**src/rtl/bus_dma_pkg.sv**
```systemverilog
// bus_dma_pkg: shared types and constants for the bus DMA master and its benches.
// Holds the controller state encoding, the per-word address stride and the
// peripheral register map of the memory-mapped bus.
package bus_dma_pkg;

   typedef enum logic [2:0] {
      IDLE = 3'd0,
      RD   = 3'd1,
      WR   = 3'd2,
      WCHK = 3'd3,
      DONE = 3'd4,
      ERR  = 3'd5
   } state_t;

   localparam int WORD_STRIDE = 4;

   localparam logic [31:0] TH     = 32'h4000_0000;
   localparam logic [31:0] TL     = 32'h4000_0004;
   localparam logic [31:0] TCON   = 32'h4000_0008;
   localparam logic [31:0] LED    = 32'h4000_0010;
   localparam logic [31:0] SWITCH = 32'h4000_0014;
   localparam logic [31:0] DIGI   = 32'h4000_0018;

endpackage

```
**src/rtl/bus_dma_master_if.sv**
```systemverilog
// bus_dma_master_if: memory-mapped peripheral bus plus the req/gnt pair used by
// the top-level arbiter. The master modport is the DMA side, the slave modport
// is the arbiter/responder side.
interface bus_dma_master_if #(
   parameter int ADDR_W = 32
);

   logic              bus_req;
   logic              bus_gnt;
   logic              rd;
   logic              wr;
   logic [ADDR_W-1:0] addr;
   logic [31:0]       wdata;
   logic [31:0]       rdata;
   logic              r_accessible;
   logic              w_accessible;

   modport master (
      output bus_req,
      output rd,
      output wr,
      output addr,
      output wdata,
      input  bus_gnt,
      input  rdata,
      input  r_accessible,
      input  w_accessible
   );

   modport slave (
      input  bus_req,
      input  rd,
      input  wr,
      input  addr,
      input  wdata,
      output bus_gnt,
      output rdata,
      output r_accessible,
      output w_accessible
   );

endinterface

```
**src/rtl/bus_dma_master.sv**
```systemverilog
// bus_dma_master: copies cfg_cnt 32-bit words from cfg_src to cfg_dst, one
// read-then-write pair per word, while holding bus_req towards the arbiter.
// A word costs three cycles (RD, WR, WCHK) with continuous grant. The write
// decode answer arrives one cycle after wr, which is why WCHK exists.
// Optional feature: define BUS_DMA_IRQ_EN to add irq_clr and a sticky irq that
// is set on entry to DONE or ERR; otherwise irq is tied low.
module bus_dma_master
   import bus_dma_pkg::*;
#(
   parameter int ADDR_W = 32,
   parameter int CNT_W  = 16
) (
   input  logic              clk,
   input  logic              reset,
   input  logic              start,
   input  logic [ADDR_W-1:0] cfg_src,
   input  logic [ADDR_W-1:0] cfg_dst,
   input  logic [CNT_W-1:0]  cfg_cnt,
   input  logic              cfg_src_inc,
   input  logic              cfg_dst_inc,
   output logic              busy,
   output logic              done,
   output logic              err,
   output logic [ADDR_W-1:0] err_addr,
   bus_dma_master_if.master  bus,
`ifdef BUS_DMA_IRQ_EN
   input  logic              irq_clr,
`endif
   output logic              irq
);

   localparam logic [ADDR_W-1:0] STRIDE = ADDR_W'(WORD_STRIDE);

   state_t            state;
   state_t            next_state;

   logic [ADDR_W-1:0] src;
   logic [ADDR_W-1:0] dst;
   logic [CNT_W-1:0]  cnt;
   logic              src_inc;
   logic              dst_inc;
   logic [31:0]       data_buf;

   logic [ADDR_W-1:0] addr_hold;
   logic [31:0]       wdata_hold;
   logic              done_q;
   logic              err_q;
   logic [ADDR_W-1:0] err_addr_q;

   logic              req_c;
   logic              rd_c;
   logic              wr_c;
   logic [ADDR_W-1:0] addr_c;
   logic [31:0]       wdata_c;

   // State register; reset drops any transfer in flight immediately
   always_ff @(posedge clk or posedge reset) begin
      if (reset) begin
         state <= IDLE;
      end else begin
         state <= next_state;
      end
   end

   // Next-state logic: RD/WR only advance on grant, WCHK decides on the
   // registered write-decode answer and on the remaining word count
   always_comb begin
      next_state = state;
      case (state)
         IDLE: begin
            if (start) begin
               next_state = (cfg_cnt == '0) ? DONE : RD;
            end
         end
         RD: begin
            if (bus.bus_gnt) begin
               next_state = bus.r_accessible ? WR : ERR;
            end
         end
         WR: begin
            if (bus.bus_gnt) begin
               next_state = WCHK;
            end
         end
         WCHK: begin
            if (!bus.w_accessible) begin
               next_state = ERR;
            end else if (cnt == CNT_W'(1)) begin
               next_state = DONE;
            end else begin
               next_state = RD;
            end
         end
         DONE:    next_state = IDLE;
         ERR:     next_state = IDLE;
         default: next_state = IDLE;
      endcase
   end

   // Bus outputs: strobes only with grant, addr/wdata hold their last driven
   // values whenever no strobe is active
   always_comb begin
      req_c   = 1'b0;
      rd_c    = 1'b0;
      wr_c    = 1'b0;
      addr_c  = addr_hold;
      wdata_c = wdata_hold;
      case (state)
         RD: begin
            req_c = 1'b1;
            if (bus.bus_gnt) begin
               rd_c   = 1'b1;
               addr_c = src;
            end
         end
         WR: begin
            req_c = 1'b1;
            if (bus.bus_gnt) begin
               wr_c    = 1'b1;
               addr_c  = dst;
               wdata_c = data_buf;
            end
         end
         WCHK: begin
            req_c = 1'b1;
         end
         default: begin
            req_c = 1'b0;
         end
      endcase
   end

   // Datapath: configuration capture, read buffer, address/count stepping,
   // error capture and the registered done pulse
   always_ff @(posedge clk or posedge reset) begin
      if (reset) begin
         src        <= '0;
         dst        <= '0;
         cnt        <= '0;
         src_inc    <= 1'b0;
         dst_inc    <= 1'b0;
         data_buf   <= '0;
         addr_hold  <= '0;
         wdata_hold <= '0;
         done_q     <= 1'b0;
         err_q      <= 1'b0;
         err_addr_q <= '0;
      end else begin
         if (rd_c || wr_c) begin
            addr_hold <= addr_c;
         end
         if (wr_c) begin
            wdata_hold <= wdata_c;
         end
         done_q <= (state == DONE);
         case (state)
            IDLE: begin
               if (start) begin
                  src     <= cfg_src;
                  dst     <= cfg_dst;
                  cnt     <= cfg_cnt;
                  src_inc <= cfg_src_inc;
                  dst_inc <= cfg_dst_inc;
                  err_q   <= 1'b0;
               end
            end
            RD: begin
               if (bus.bus_gnt) begin
                  if (bus.r_accessible) begin
                     data_buf <= bus.rdata;
                  end else begin
                     err_addr_q <= src;
                     err_q      <= 1'b1;
                  end
               end
            end
            WCHK: begin
               if (!bus.w_accessible) begin
                  err_addr_q <= dst;
                  err_q      <= 1'b1;
               end else begin
                  cnt <= cnt - CNT_W'(1);
                  if (src_inc) begin
                     src <= src + STRIDE;
                  end
                  if (dst_inc) begin
                     dst <= dst + STRIDE;
                  end
               end
            end
            default: begin
               cnt <= cnt;
            end
         endcase
      end
   end

   assign bus.bus_req = req_c;
   assign bus.rd      = rd_c;
   assign bus.wr      = wr_c;
   assign bus.addr    = addr_c;
   assign bus.wdata   = wdata_c;

   assign busy     = (state != IDLE);
   assign done     = done_q;
   assign err      = err_q;
   assign err_addr = err_addr_q;

`ifdef BUS_DMA_IRQ_EN
   logic irq_q;
   logic irq_set;

   assign irq_set = (next_state != state) && ((next_state == DONE) || (next_state == ERR));

   // Interrupt latches on entry to DONE or ERR; a coincident clear loses
   always_ff @(posedge clk or posedge reset) begin
      if (reset) begin
         irq_q <= 1'b0;
      end else if (irq_set) begin
         irq_q <= 1'b1;
      end else if (irq_clr) begin
         irq_q <= 1'b0;
      end
   end

   assign irq = irq_q;
`else
   assign irq = 1'b0;
`endif

endmodule
```
**src/flat_wrapper.sv**
```systemverilog
// flat-port wrapper written by rule: the top's interface ports become plain ports
module bus_dma_master_flat import bus_dma_pkg::*;
#(
   parameter int ADDR_W = 32,
   parameter int CNT_W  = 16
)
  (clk, reset, start, cfg_src, cfg_dst, cfg_cnt, cfg_src_inc, cfg_dst_inc, busy, done, err, err_addr, irq, bus_bus_req, bus_rd, bus_wr, bus_addr, bus_wdata, bus_bus_gnt, bus_rdata, bus_r_accessible, bus_w_accessible);
  bus_dma_master_if #(.ADDR_W(ADDR_W)) bus_i ();
  input  logic clk;
  input  logic reset;
  input  logic start;
  input  logic [ADDR_W-1:0] cfg_src;
  input  logic [ADDR_W-1:0] cfg_dst;
  input  logic [CNT_W-1:0] cfg_cnt;
  input  logic cfg_src_inc;
  input  logic cfg_dst_inc;
  output logic busy;
  output logic done;
  output logic err;
  output logic [ADDR_W-1:0] err_addr;
  output logic irq;
  output wire logic [$bits(bus_i.bus_req)-1:0] bus_bus_req;
  output wire logic [$bits(bus_i.rd)-1:0] bus_rd;
  output wire logic [$bits(bus_i.wr)-1:0] bus_wr;
  output wire logic [$bits(bus_i.addr)-1:0] bus_addr;
  output wire logic [$bits(bus_i.wdata)-1:0] bus_wdata;
  input wire logic [$bits(bus_i.bus_gnt)-1:0] bus_bus_gnt;
  input wire logic [$bits(bus_i.rdata)-1:0] bus_rdata;
  input wire logic [$bits(bus_i.r_accessible)-1:0] bus_r_accessible;
  input wire logic [$bits(bus_i.w_accessible)-1:0] bus_w_accessible;
  assign bus_bus_req = bus_i.bus_req;
  assign bus_rd = bus_i.rd;
  assign bus_wr = bus_i.wr;
  assign bus_addr = bus_i.addr;
  assign bus_wdata = bus_i.wdata;
  assign bus_i.bus_gnt = bus_bus_gnt;
  assign bus_i.rdata = bus_rdata;
  assign bus_i.r_accessible = bus_r_accessible;
  assign bus_i.w_accessible = bus_w_accessible;
  bus_dma_master #(.ADDR_W(ADDR_W), .CNT_W(CNT_W)) u_core (.clk(clk), .reset(reset), .start(start), .cfg_src(cfg_src), .cfg_dst(cfg_dst), .cfg_cnt(cfg_cnt), .cfg_src_inc(cfg_src_inc), .cfg_dst_inc(cfg_dst_inc), .busy(busy), .done(done), .err(err), .err_addr(err_addr), .bus(bus_i), .irq(irq));
endmodule
```
**config.mk**
```make
export PLATFORM = sky130hd
export DESIGN_NAME = bus_dma_master_flat
export DESIGN_NICKNAME = d
export VERILOG_FILES = /design/src/rtl/bus_dma_pkg.sv /design/src/rtl/bus_dma_master_if.sv /design/src/rtl/bus_dma_master.sv /design/src/flat_wrapper.sv
export SDC_FILE = /design/constraint.sdc
export NUM_CORES = 1
export LEC_CHECK = 0
export ABC_AREA = 1
export ABC_CLOCK_PERIOD_IN_PS = 26300
export CORE_MARGIN = 1
export CORE_UTILIZATION = 57
export CTS_CLUSTER_SIZE = 10
export DETAILED_ROUTE_END_ITERATION = 8
export HOLD_SLACK_MARGIN = 0.02
export PLACE_DENSITY = 0.86
export RECOVER_POWER = 50
export REMOVE_ABC_BUFFERS = 1
export SLEW_MARGIN = 20
export SYNTH_ARGS = -nofsm -noshare
export SYNTH_HDL_FRONTEND = slang
export SYNTH_SLANG_ARGS = --single-unit
```
**constraint.sdc**
```tcl
create_clock -name clk -period 26.3 [get_ports clk]
set_clock_uncertainty 0.15 [all_clocks]
set_input_delay 7.89 -clock clk [delete_from_list [all_inputs] [get_ports clk]]
set_output_delay 7.89 -clock clk [all_outputs]
set_load 0.02 [all_outputs]
```
==> metrics.md, run 1 <==
| Metric | Value |
|---|---|
| Initial antenna violation count | `1` |
| Crit path from | `bus_bus_gnt` |
| Num CTS Buffers | `25` |
| Final antenna-violating net count | `0` |
| Async SR Flop Fraction | `100.0%` |
| Drt wl/cell | `16.71 µm` |
| H-Tree Depth | `1` |
| Pins Over Slew Limit | `201` |
| Crit path max fanout | `37` |
| Type of the worst min-delay path | `reg -> reg` |
| Via total after detailed routing | `11,990` |
| Warning count from the yosys run | `0` |
| Startpoint Class | `primary input` |
| Main synth FF type | `dfrtp_1` |
| EDFF count, synth | `0` |
| Slew @ Worst Pin | `6.103 ns` |
| Area grow syn2layout | `24.11%` |
| Post-synthesis cell type count | `43` |
| Die height | `147.0 µm` |
| Final core occ | `72.82%` |
| RSZ-0062 raised after global routing | `false` |
| Worst-Skew Late Latency | `0.52 ns` |
| Endpoints failing hold | `0` |
| Pin count of the biggest net entering global routing | `139` |
| Flop-to-flop setup slack | `22.10 ns` |
| DR pass1 iterations | `6` |
| FF-to-FF End | `u_core.src[23]` |
| CP Capture Type | `primary output` |
| Final instance area | `14,880 µm²` |
| Max-cap violations | `3` |
| Register area share after synthesis | `44.89%` |
| Ports | `223` |
| Worst VDD drop | `0.07175 mV` |
| Final GP Congestion | `0.9398` |
| Most frequent cells in the layout | `607 x nand2_1, 227 x nor2_1, 215 x dfrtp_1, 188 x clkdlybuf4s50_1, 126 x o21ai_0` |
| Post-DP Area | `14,260 µm²` |
| Syn_area_per_cell | `7.165 µm²` |
| CP arrival | `12.06 ns` |
| Vias in the first global route | `11,320` |
| Fmax | `49.76 MHz` |
| Clock Path Buffers | `3` |
| NumNets Final | `1,984` |
| DIE AREA | `21,610 µm²` |
| CTS clk-pin slew, worst paths | `0.05 ns` |
| Drt drc | `0` |
| Static leakage | `7.018 nW` |
| DP HPWL | `24.86 mm` |
| Global-route congestion overflow total | `0` |
| Setup violations, final | `0` |
| Hold_buf cts | `0` |
| Crit path time final | `20.10 ns` |
| Mapped Cells | `1,673` |
| CTS tree | `yes` |
| Wire length of the first global-routing pass | `57.02 mm` |
| Most common cell after layout, fill and taps aside | `nand2_1` |
| Row count | `52` |
| Share of cells above drive strength 1 | `4.406%` |
| Power Dens Cells | `120.9 nW/µm²` |
| Failing checks | `max-capacitance violations, max-slew violations` |
| Synth Register Bits | `215` |
| Ant diodes | `0` |
| Setup TNS | `0 ns` |
| Tot GR Track Use | `32.97%` |
| Cts repair resizes | `0` |
| Placed cells | `2,102` |
| R2R depth | `12` |
| Status | `finished with violations` |
| CTS sink cnt | `215` |
| Final period utilization | `76.42%` |
| Die span in x | `147.0 µm` |
| Number of DRC markers in iteration 0 | `1,220` |
| Req. time, crit path | `18.26 ns` |
| Initial Util | `58.67%` |
| Core area | `20,430 µm²` |
| DR vias/cell | `5.625` |
| Slew HR | `-309.1%` |
| PortBufs | `221` |
| Setup Buffers After CTS | `0` |
| Reg-to-Reg Start | `u_core.state[1]` |
| Synth Cell Area | `11,990 µm²` |
| Non-filler cells in the finished layout | `2,131` |
| Crit Path Category | `in -> out` |
| Layout filler cell count | `1,622` |
| Drt total wl | `35.60 mm` |
| Root buffer cell | `clkbuf_16` |
| Critical path endpoint | `bus_addr[15]` |
[final cells by class]
class / instances / area, µm² / area share, %
flip-flops and latches: 215 / 5380 / 36.16
clock inverters: 1 / 5.005 / 0.03364
multi-input cells: 1257 / 5736 / 38.55
repair buffers: 232 / 2300 / 15.46
clock buffers: 27 / 633.1 / 4.256
well taps: 270 / 337.8 / 2.271
inverters: 129 / 485.5 / 3.263
[power breakdown]
group          internal (W)  leakage, nW  switching, W  total [W]
combinational      0.000340         4.10      0.000547   0.000886
clock              0.000167        0.314      0.000126   0.000293
sequential         0.000489         2.61      0.000129   0.000619
total              0.000996         7.02      0.000802    0.00180
[Yosys cell counts (9+ instances only)]
cell type  count  area share [%]
inv_1        121             3.8
clkbuf_1      24            0.75
o21ai_0      124             5.2
o211ai_1      49             3.1
buf_4         12            0.75
nand3_1       93             3.9
mux2_2        29             2.7
o21ai_1       13            0.54
nor2_1       227             7.1
nand4_1       15            0.78
nand2_1      604              19
a21oi_1       29             1.2
buf_2         30             1.3
a31oi_1        9            0.47
nor3_1        12            0.50
dfrtp_1      215              45
[layer usage]
| metal | up-vias | GRT usage (%) | part of all wire [%] |
|---|---|---|---|
| li1 | 5729 | - | - |
| met1 | 5534 | 43.36 | 40 |
| met2 | 630 | 53.60 | 46 |
| met3 | 91 | 7.298 | 11 |
| met4 | 2 | 12.22 | 3.3 |
| met5 | - | 0 | 0.037 |
[worst max-delay path: stages]
cell             delay, ns
dlygate4sd3_1         0.60
inv_1                 0.58
nor2_1                0.63
clkbuf_1              1.26
nand2_1               0.21
o211ai_1              0.22
clkdlybuf4s50_1       0.64
[how the worst min path moves through the flow]
stage	from	to	slack, ns	cells after the start
floorplan	u_core.wdata_hold[0]	u_core.wdata_hold[0]	0.29	2
global placement	u_core.wdata_hold[29]	u_core.wdata_hold[29]	0.30	2
detailed placement	u_core.wdata_hold[4]	u_core.wdata_hold[4]	0.30	2
CTS	u_core.wdata_hold[29]	u_core.wdata_hold[29]	0.32	2
global route	u_core.wdata_hold[18]	u_core.wdata_hold[18]	0.34	2
finish	u_core.wdata_hold[28]	u_core.wdata_hold[28]	0.31	2
[cell families after synthesis]
family,after synthesis,share of synthesized area (%)
xor+xnor,7,0.5115
other cells,1,0.03129
mux,32,3.006
simple gates,970,32.38
buf+inv,201,7.130
fa+ha+maj,4,0.4176
compound gates,243,11.64
flops,215,44.89
[flip-flops by register name (all words and copies together), names as in the netlist]
signal	cells
u_core.addr_hold	32
u_core.cnt	16
u_core.data_buf	32
u_core.done	1
u_core.dst	32
u_core.dst_inc	1
u_core.err	1
u_core.err_addr	32
u_core.src	32
u_core.src_inc	1
u_core.state	3
u_core.wdata_hold	32
[stage by stage]
step	hold slack (ns)	total power, W	setup slack, ns
global placement	0.3003	0.001472	7.110
global route	0.3382	0.001924	6.059
CTS	0.3176	0.001804	6.998
floorplan	0.2867	0.001142	7.980
detailed placement	0.3046	0.001504	7.001
finish	0.3116	0.001798	6.202
(Power assumes the default switching activity.)
==> run 2: changes to the inputs <==
ABC_CLOCK_PERIOD_IN_PS = 19900   (was 26300)
CORE_UTILIZATION = 53   (was 57)
PLACE_DENSITY = 0.81   (was 0.86)
clock period = 19.9 ns   (was 26.3 ns; I/O delays follow)
==> run 2 against run 1 <==
  * The run ends with design-rule violations, max-capacitance violations, max-slew violations left
  * First-iteration DRC count shrank 12%
  * Combinational power grew 32%
  * Critical endpoint is now bus_addr[22]
  * Global-route usage shrank 1.7 points
  * Hold slack gained 0.00053 ns
  * Worst setup slack lost 2.6 ns
  * Clock power grew 46%
  * Cell area grew 0.50%
  * Die area grew 7.4%
==> metrics.md, run 2 (synthesis results as in run 1) <==
| Metric | Value |
|---|---|
| Grt met2 use | `49.22%` |
| CP arrival | `10.19 ns` |
| Row count | `54` |
| Vias in the first global route | `11,390` |
| Global-route congestion overflow total | `0` |
| DP HPWL | `24.72 mm` |
| Req. time, crit path | `13.78 ns` |
| Fmax | `61.32 MHz` |
| CTS clk-pin slew, worst paths | `0.05 ns` |
| Type of the worst min-delay path | `reg -> reg` |
| Post-DP Area | `14,260 µm²` |
| Startpoint Class | `primary input` |
| Ant diodes | `0` |
| Crit path max fanout | `44` |
| Initial Util | `54.42%` |
| Most frequent cells in the layout | `607 x nand2_1, 227 x nor2_1, 215 x dfrtp_1, 184 x clkdlybuf4s50_1, 126 x o21ai_0` |
| Final GP Congestion | `0.9246` |
| Die span in x | `152.4 µm` |
| Slew HR | `-298.8%` |
| Num CTS Buffers | `26` |
| Final core occ | `67.88%` |
| Drt total wl | `35.85 mm` |
| Placed cells | `2,110` |
| Final instance area | `14,950 µm²` |
| CTS tree | `yes` |
| PortBufs | `221` |
| Drt drc | `15` |
| Setup TNS | `0 ns` |
| Met1 Resource Use GR | `41.08%` |
| Pin count of the biggest net entering global routing | `131` |
| Failing checks | `design-rule violations, max-capacitance violations, max-slew violations` |
| Via total after detailed routing | `11,890` |
| Wire length of the first global-routing pass | `58.33 mm` |
| GRT busiest layer | `met2` |
| CTS sink cnt | `215` |
| Worst VDD drop | `0.09431 mV` |
| Clock Path Buffers | `3` |
| Endpoints failing hold | `0` |
| Power Dens Cells | `161.1 nW/µm²` |
| DR vias/cell | `5.545` |
| CP Capture Type | `primary output` |
| Setup violations, final | `0` |
| Pins Over Slew Limit | `281` |
| Max-cap violations | `5` |
| Setup Buffers After CTS | `0` |
| Met3 Use GR | `7.423%` |
| Final period utilization | `81.94%` |
| Share of cells above drive strength 1 | `4.611%` |
| Most common cell after layout, fill and taps aside | `nand2_1` |
| Drt wl/cell | `16.71 µm` |
| Ports | `223` |
| DIE AREA | `23,220 µm²` |
| Status | `finished with violations` |
| Number of DRC markers in iteration 0 | `1,075` |
| Hold_buf cts | `0` |
| Crit path time final | `16.31 ns` |
| DR pass1 iterations | `9` |
| Worst-Skew Late Latency | `0.53 ns` |
| Die height | `152.4 µm` |
| NumNets Final | `1,982` |
| Core area | `22,030 µm²` |
| Design Power | `0.002409 W` |
| Root buffer cell | `clkbuf_16` |
| Critical Path, Cell by Cell | `dlygate4sd3_1, inv_1, nor2_4, inv_2, buf_4, o211ai_1, clkdlybuf4s50_1` |
| Slowest stage cell, crit path | `nor2_4` |
| CP max stage delay | `1.12 ns` |
| Initial antenna violation count | `1` |
| Area grow syn2layout | `24.74%` |
| Slew @ Worst Pin | `5.949 ns` |
| Tot GR Track Use | `31.23%` |
| H-Tree Depth | `1` |
| Cts repair resizes | `0` |
| Crit Path Category | `in -> out` |
| Non-filler cells in the finished layout | `2,145` |
| Final antenna-violating net count | `0` |
| Static leakage | `7.053 nW` |
| RSZ-0062 raised after global routing | `false` |
[run 2: critical path: cells and delay by family]
family                 cells  cell delay [ns]
AO/OA/AOI/OAI              1             0.22
buffers and inverters      5             2.86
AND/OR/NAND/NOR            1             1.12
[run 2: cell type report]
| class | count | area [µm²] |
|---|---|---|
| well taps | 280 | 350.3 |
| clock inverters | 2 | 10.01 |
| repair buffers | 229 | 2257 |
| clock buffers | 33 | 728.2 |
| flip-flops and latches | 215 | 5380 |
| fillers | 1873 | 7074 |
| multi-input cells | 1257 | 5741 |
| inverters | 129 | 485.5 |
[run 2: metal layers]
metal  vias up  part of all wire [%]
met5         -                 0.031
met4         2                   4.1
met3       102                   9.3
met2       531                    45
met1      5533                    42
li1       5726                     -
[run 2: worst paths after layout]
path,start,endpoint,slack [ns],cells after the start
worst max-delay path,bus_bus_gnt,bus_addr[22],3.59,7
worst min-delay path,u_core.wdata_hold[19],u_core.wdata_hold[19],0.31,2
worst max register to register,u_core.state[1],u_core.src[19],15.65,12
worst min register to register,u_core.wdata_hold[19],u_core.wdata_hold[19],0.31,2
max in group asynchronous,reset,u_core.data_buf[20],6.22,3
min in group asynchronous,reset,u_core.cnt[12],7.60,2
[run 2: metrics by stage]
step | hold WS, ns | setup slack (ns)
3_3_place_gp | 0.2986 | 4.207
6_report | 0.3121 | 3.593
5_1_grt | 0.3350 | 3.325
4_1_cts | 0.3167 | 4.135
3_5_place_dp | 0.3044 | 4.133
2_1_floorplan | 0.2867 | 5.420
[run 2: power by group]
part	internal, W	leakage [nW]	switching [W]
logic	0.000446	4.08	0.000720
clock network	0.000251	0.366	0.000176
registers	0.000647	2.61	0.000168
==> run 3: changes to the inputs <==
ABC_CLOCK_PERIOD_IN_PS = 16870   (was 19900)
clock period = 16.87 ns   (was 19.9 ns; I/O delays follow)
==> run 3 against run 2 <==
  * The flow still finishes with violations (design-rule violations, max-capacitance violations, max-slew violations)
  * Utilization is essentially flat
  * Final cell count is essentially flat
  * Worst setup slack lost 1.2 ns
  * Largest cell class unchanged
  * Largest power group unchanged
==> metrics.md, run 3 (synthesis results as in run 1) <==
| Metric | Value |
|---|---|
| CTS sink cnt | `215` |
| H-Tree Depth | `1` |
| Endpoints failing hold | `0` |
| Layout filler cell count | `1,894` |
| Die height | `152.4 µm` |
| Status | `finished with violations` |
| Setup TNS | `0 ns` |
| Slew @ Worst Pin | `4.083 ns` |
| Final antenna-violating net count | `0` |
| CP arrival | `9.23 ns` |
| Setup violations, final | `0` |
| Root buffer cell | `clkbuf_16` |
| Crit path max fanout | `44` |
| DR vias/cell | `5.530` |
| Final GP Congestion | `0.9316` |
| Num CTS Buffers | `26` |
| Type of the worst min-delay path | `reg -> reg` |
| Vias in the first global route | `11,300` |
| DR pass1 iterations | `8` |
| Max-cap violations | `4` |
| Global-route congestion overflow total | `0` |
| RSZ-0062 raised after global routing | `false` |
| Initial antenna violation count | `1` |
| PortBufs | `221` |
| Fmax | `69.27 MHz` |
| R2R depth | `7` |
| DP HPWL | `24.80 mm` |
| Ant diodes | `0` |
| Worst VDD drop | `0.1167 mV` |
| Static leakage | `7.046 nW` |
| CTS tree | `yes` |
| Flop-to-flop setup slack | `12.59 ns` |
| Drt total wl | `35.56 mm` |
| Slew HR | `-173.7%` |
| Setup WS post-layout | `2.434 ns` |
| FF-to-FF End | `u_core.err_addr[1]` |
| Wire length of the first global-routing pass | `57.66 mm` |
| Area grow syn2layout | `24.78%` |
| Setup Buffers After CTS | `0` |
| DIE AREA | `23,220 µm²` |
| Pins Over Slew Limit | `233` |
| Core area | `22,030 µm²` |
| Clock Path Buffers | `3` |
| Tot GR Track Use | `30.91%` |
| Failing checks | `design-rule violations, max-capacitance violations, max-slew violations` |
| Worst-Skew Late Latency | `0.53 ns` |
| Ports | `223` |
| Crit path from | `bus_bus_gnt` |
| Most common cell after layout, fill and taps aside | `nand2_1` |
| Reg-to-Reg Start | `u_core.state[2]` |
| Power Dens Cells | `189.4 nW/µm²` |
| Drt wl/cell | `16.56 µm` |
| Hold_buf cts | `0` |
| Row count | `54` |
| Req. time, crit path | `11.66 ns` |
| Die span in x | `152.4 µm` |
| Pre-CTS WS | `2.930 ns` |
| Initial Util | `54.42%` |
| Cts repair resizes | `0` |
| Number of DRC markers in iteration 0 | `866` |
| Critical path endpoint | `bus_wdata[5]` |
| Share of cells above drive strength 1 | `4.606%` |
| NumNets Final | `1,983` |
| CP Capture Type | `primary output` |
| Startpoint Class | `primary input` |
| Final period utilization | `85.57%` |
| CTS clk-pin slew, worst paths | `0.05 ns` |
| Via total after detailed routing | `11,870` |
| Most frequent cells in the layout | `607 x nand2_1, 226 x nor2_1, 215 x dfrtp_1, 184 x clkdlybuf4s50_1, 126 x o21ai_0` |
| Crit Path Category | `in -> out` |
| Crit path time final | `14.44 ns` |
| Pin count of the biggest net entering global routing | `97` |
| Drt drc | `15` |
## run 3: metal layers
metal | vias up | GRT usage [%] | wire [µm]
met5 | - | 0 | 11
met4 | 2 | 13.36 | 1436
met3 | 94 | 7.651 | 3470
met2 | 533 | 49.40 | 16160
met1 | 5514 | 40.02 | 14480
li1 | 5729 | - | -
## run 3: worst min-delay path by stage
| stage | cells past startpoint | to | slack (ns) | start |
|---|---|---|---|---|
| floorplan | 2 | u_core.wdata_hold[0] | 0.29 | u_core.wdata_hold[0] |
| global placement | 2 | u_core.wdata_hold[4] | 0.30 | u_core.wdata_hold[4] |
| detailed placement | 2 | u_core.wdata_hold[16] | 0.31 | u_core.wdata_hold[16] |
| CTS | 2 | u_core.wdata_hold[4] | 0.32 | u_core.wdata_hold[4] |
| global route | 2 | u_core.wdata_hold[20] | 0.34 | u_core.wdata_hold[20] |
| finish | 2 | u_core.wdata_hold[16] | 0.31 | u_core.wdata_hold[16] |
## run 3: area by class of cell
| class | count | area, µm² | area share, % |
|---|---|---|---|
| Multi-Input combinational cell | 1257 | 5743 | 38.40 |
| Sequential cell | 215 | 5380 | 35.97 |
| Timing Repair Buffer | 230 | 2265 | 15.14 |
| Clock buffer | 35 | 725.7 | 4.852 |
| Inverter | 129 | 485.5 | 3.246 |
| Tap cell | 280 | 350.3 | 2.342 |
| Clock inverter | 1 | 7.507 | 0.05019 |
## run 3: through the flow
step	area [µm²]	instances	utilization [%]	power, W	hold WS [ns]
2_1_floorplan	11620	1601	-	0.001780	0.2867
3_3_place_gp	14270	2111	64.77	0.002296	0.2982
3_5_place_dp	14270	2111	64.77	0.002339	0.3052
4_1_cts	15000	2147	68.10	0.002851	0.3167
5_1_grt	14960	2147	67.91	0.003033	0.3368
6_report	14960	2147	67.91	0.002833	0.3125
## run 3: power by group
group	internal (W)	switching, W	total (W)
Clock	0.000294	0.000206	0.000500
Sequential	0.000763	0.000198	0.000960
Combinational	0.000527	0.000846	0.00137
## run 3: worst max-delay path, cell delays in order
cell,delay (ns)
dlygate4sd3_1,0.59
inv_1,1.00
nor2_4,0.47
inv_2,0.64
buf_4,0.56
nand2_1,0.18
nand2_1,0.10
clkdlybuf4s50_1,0.61
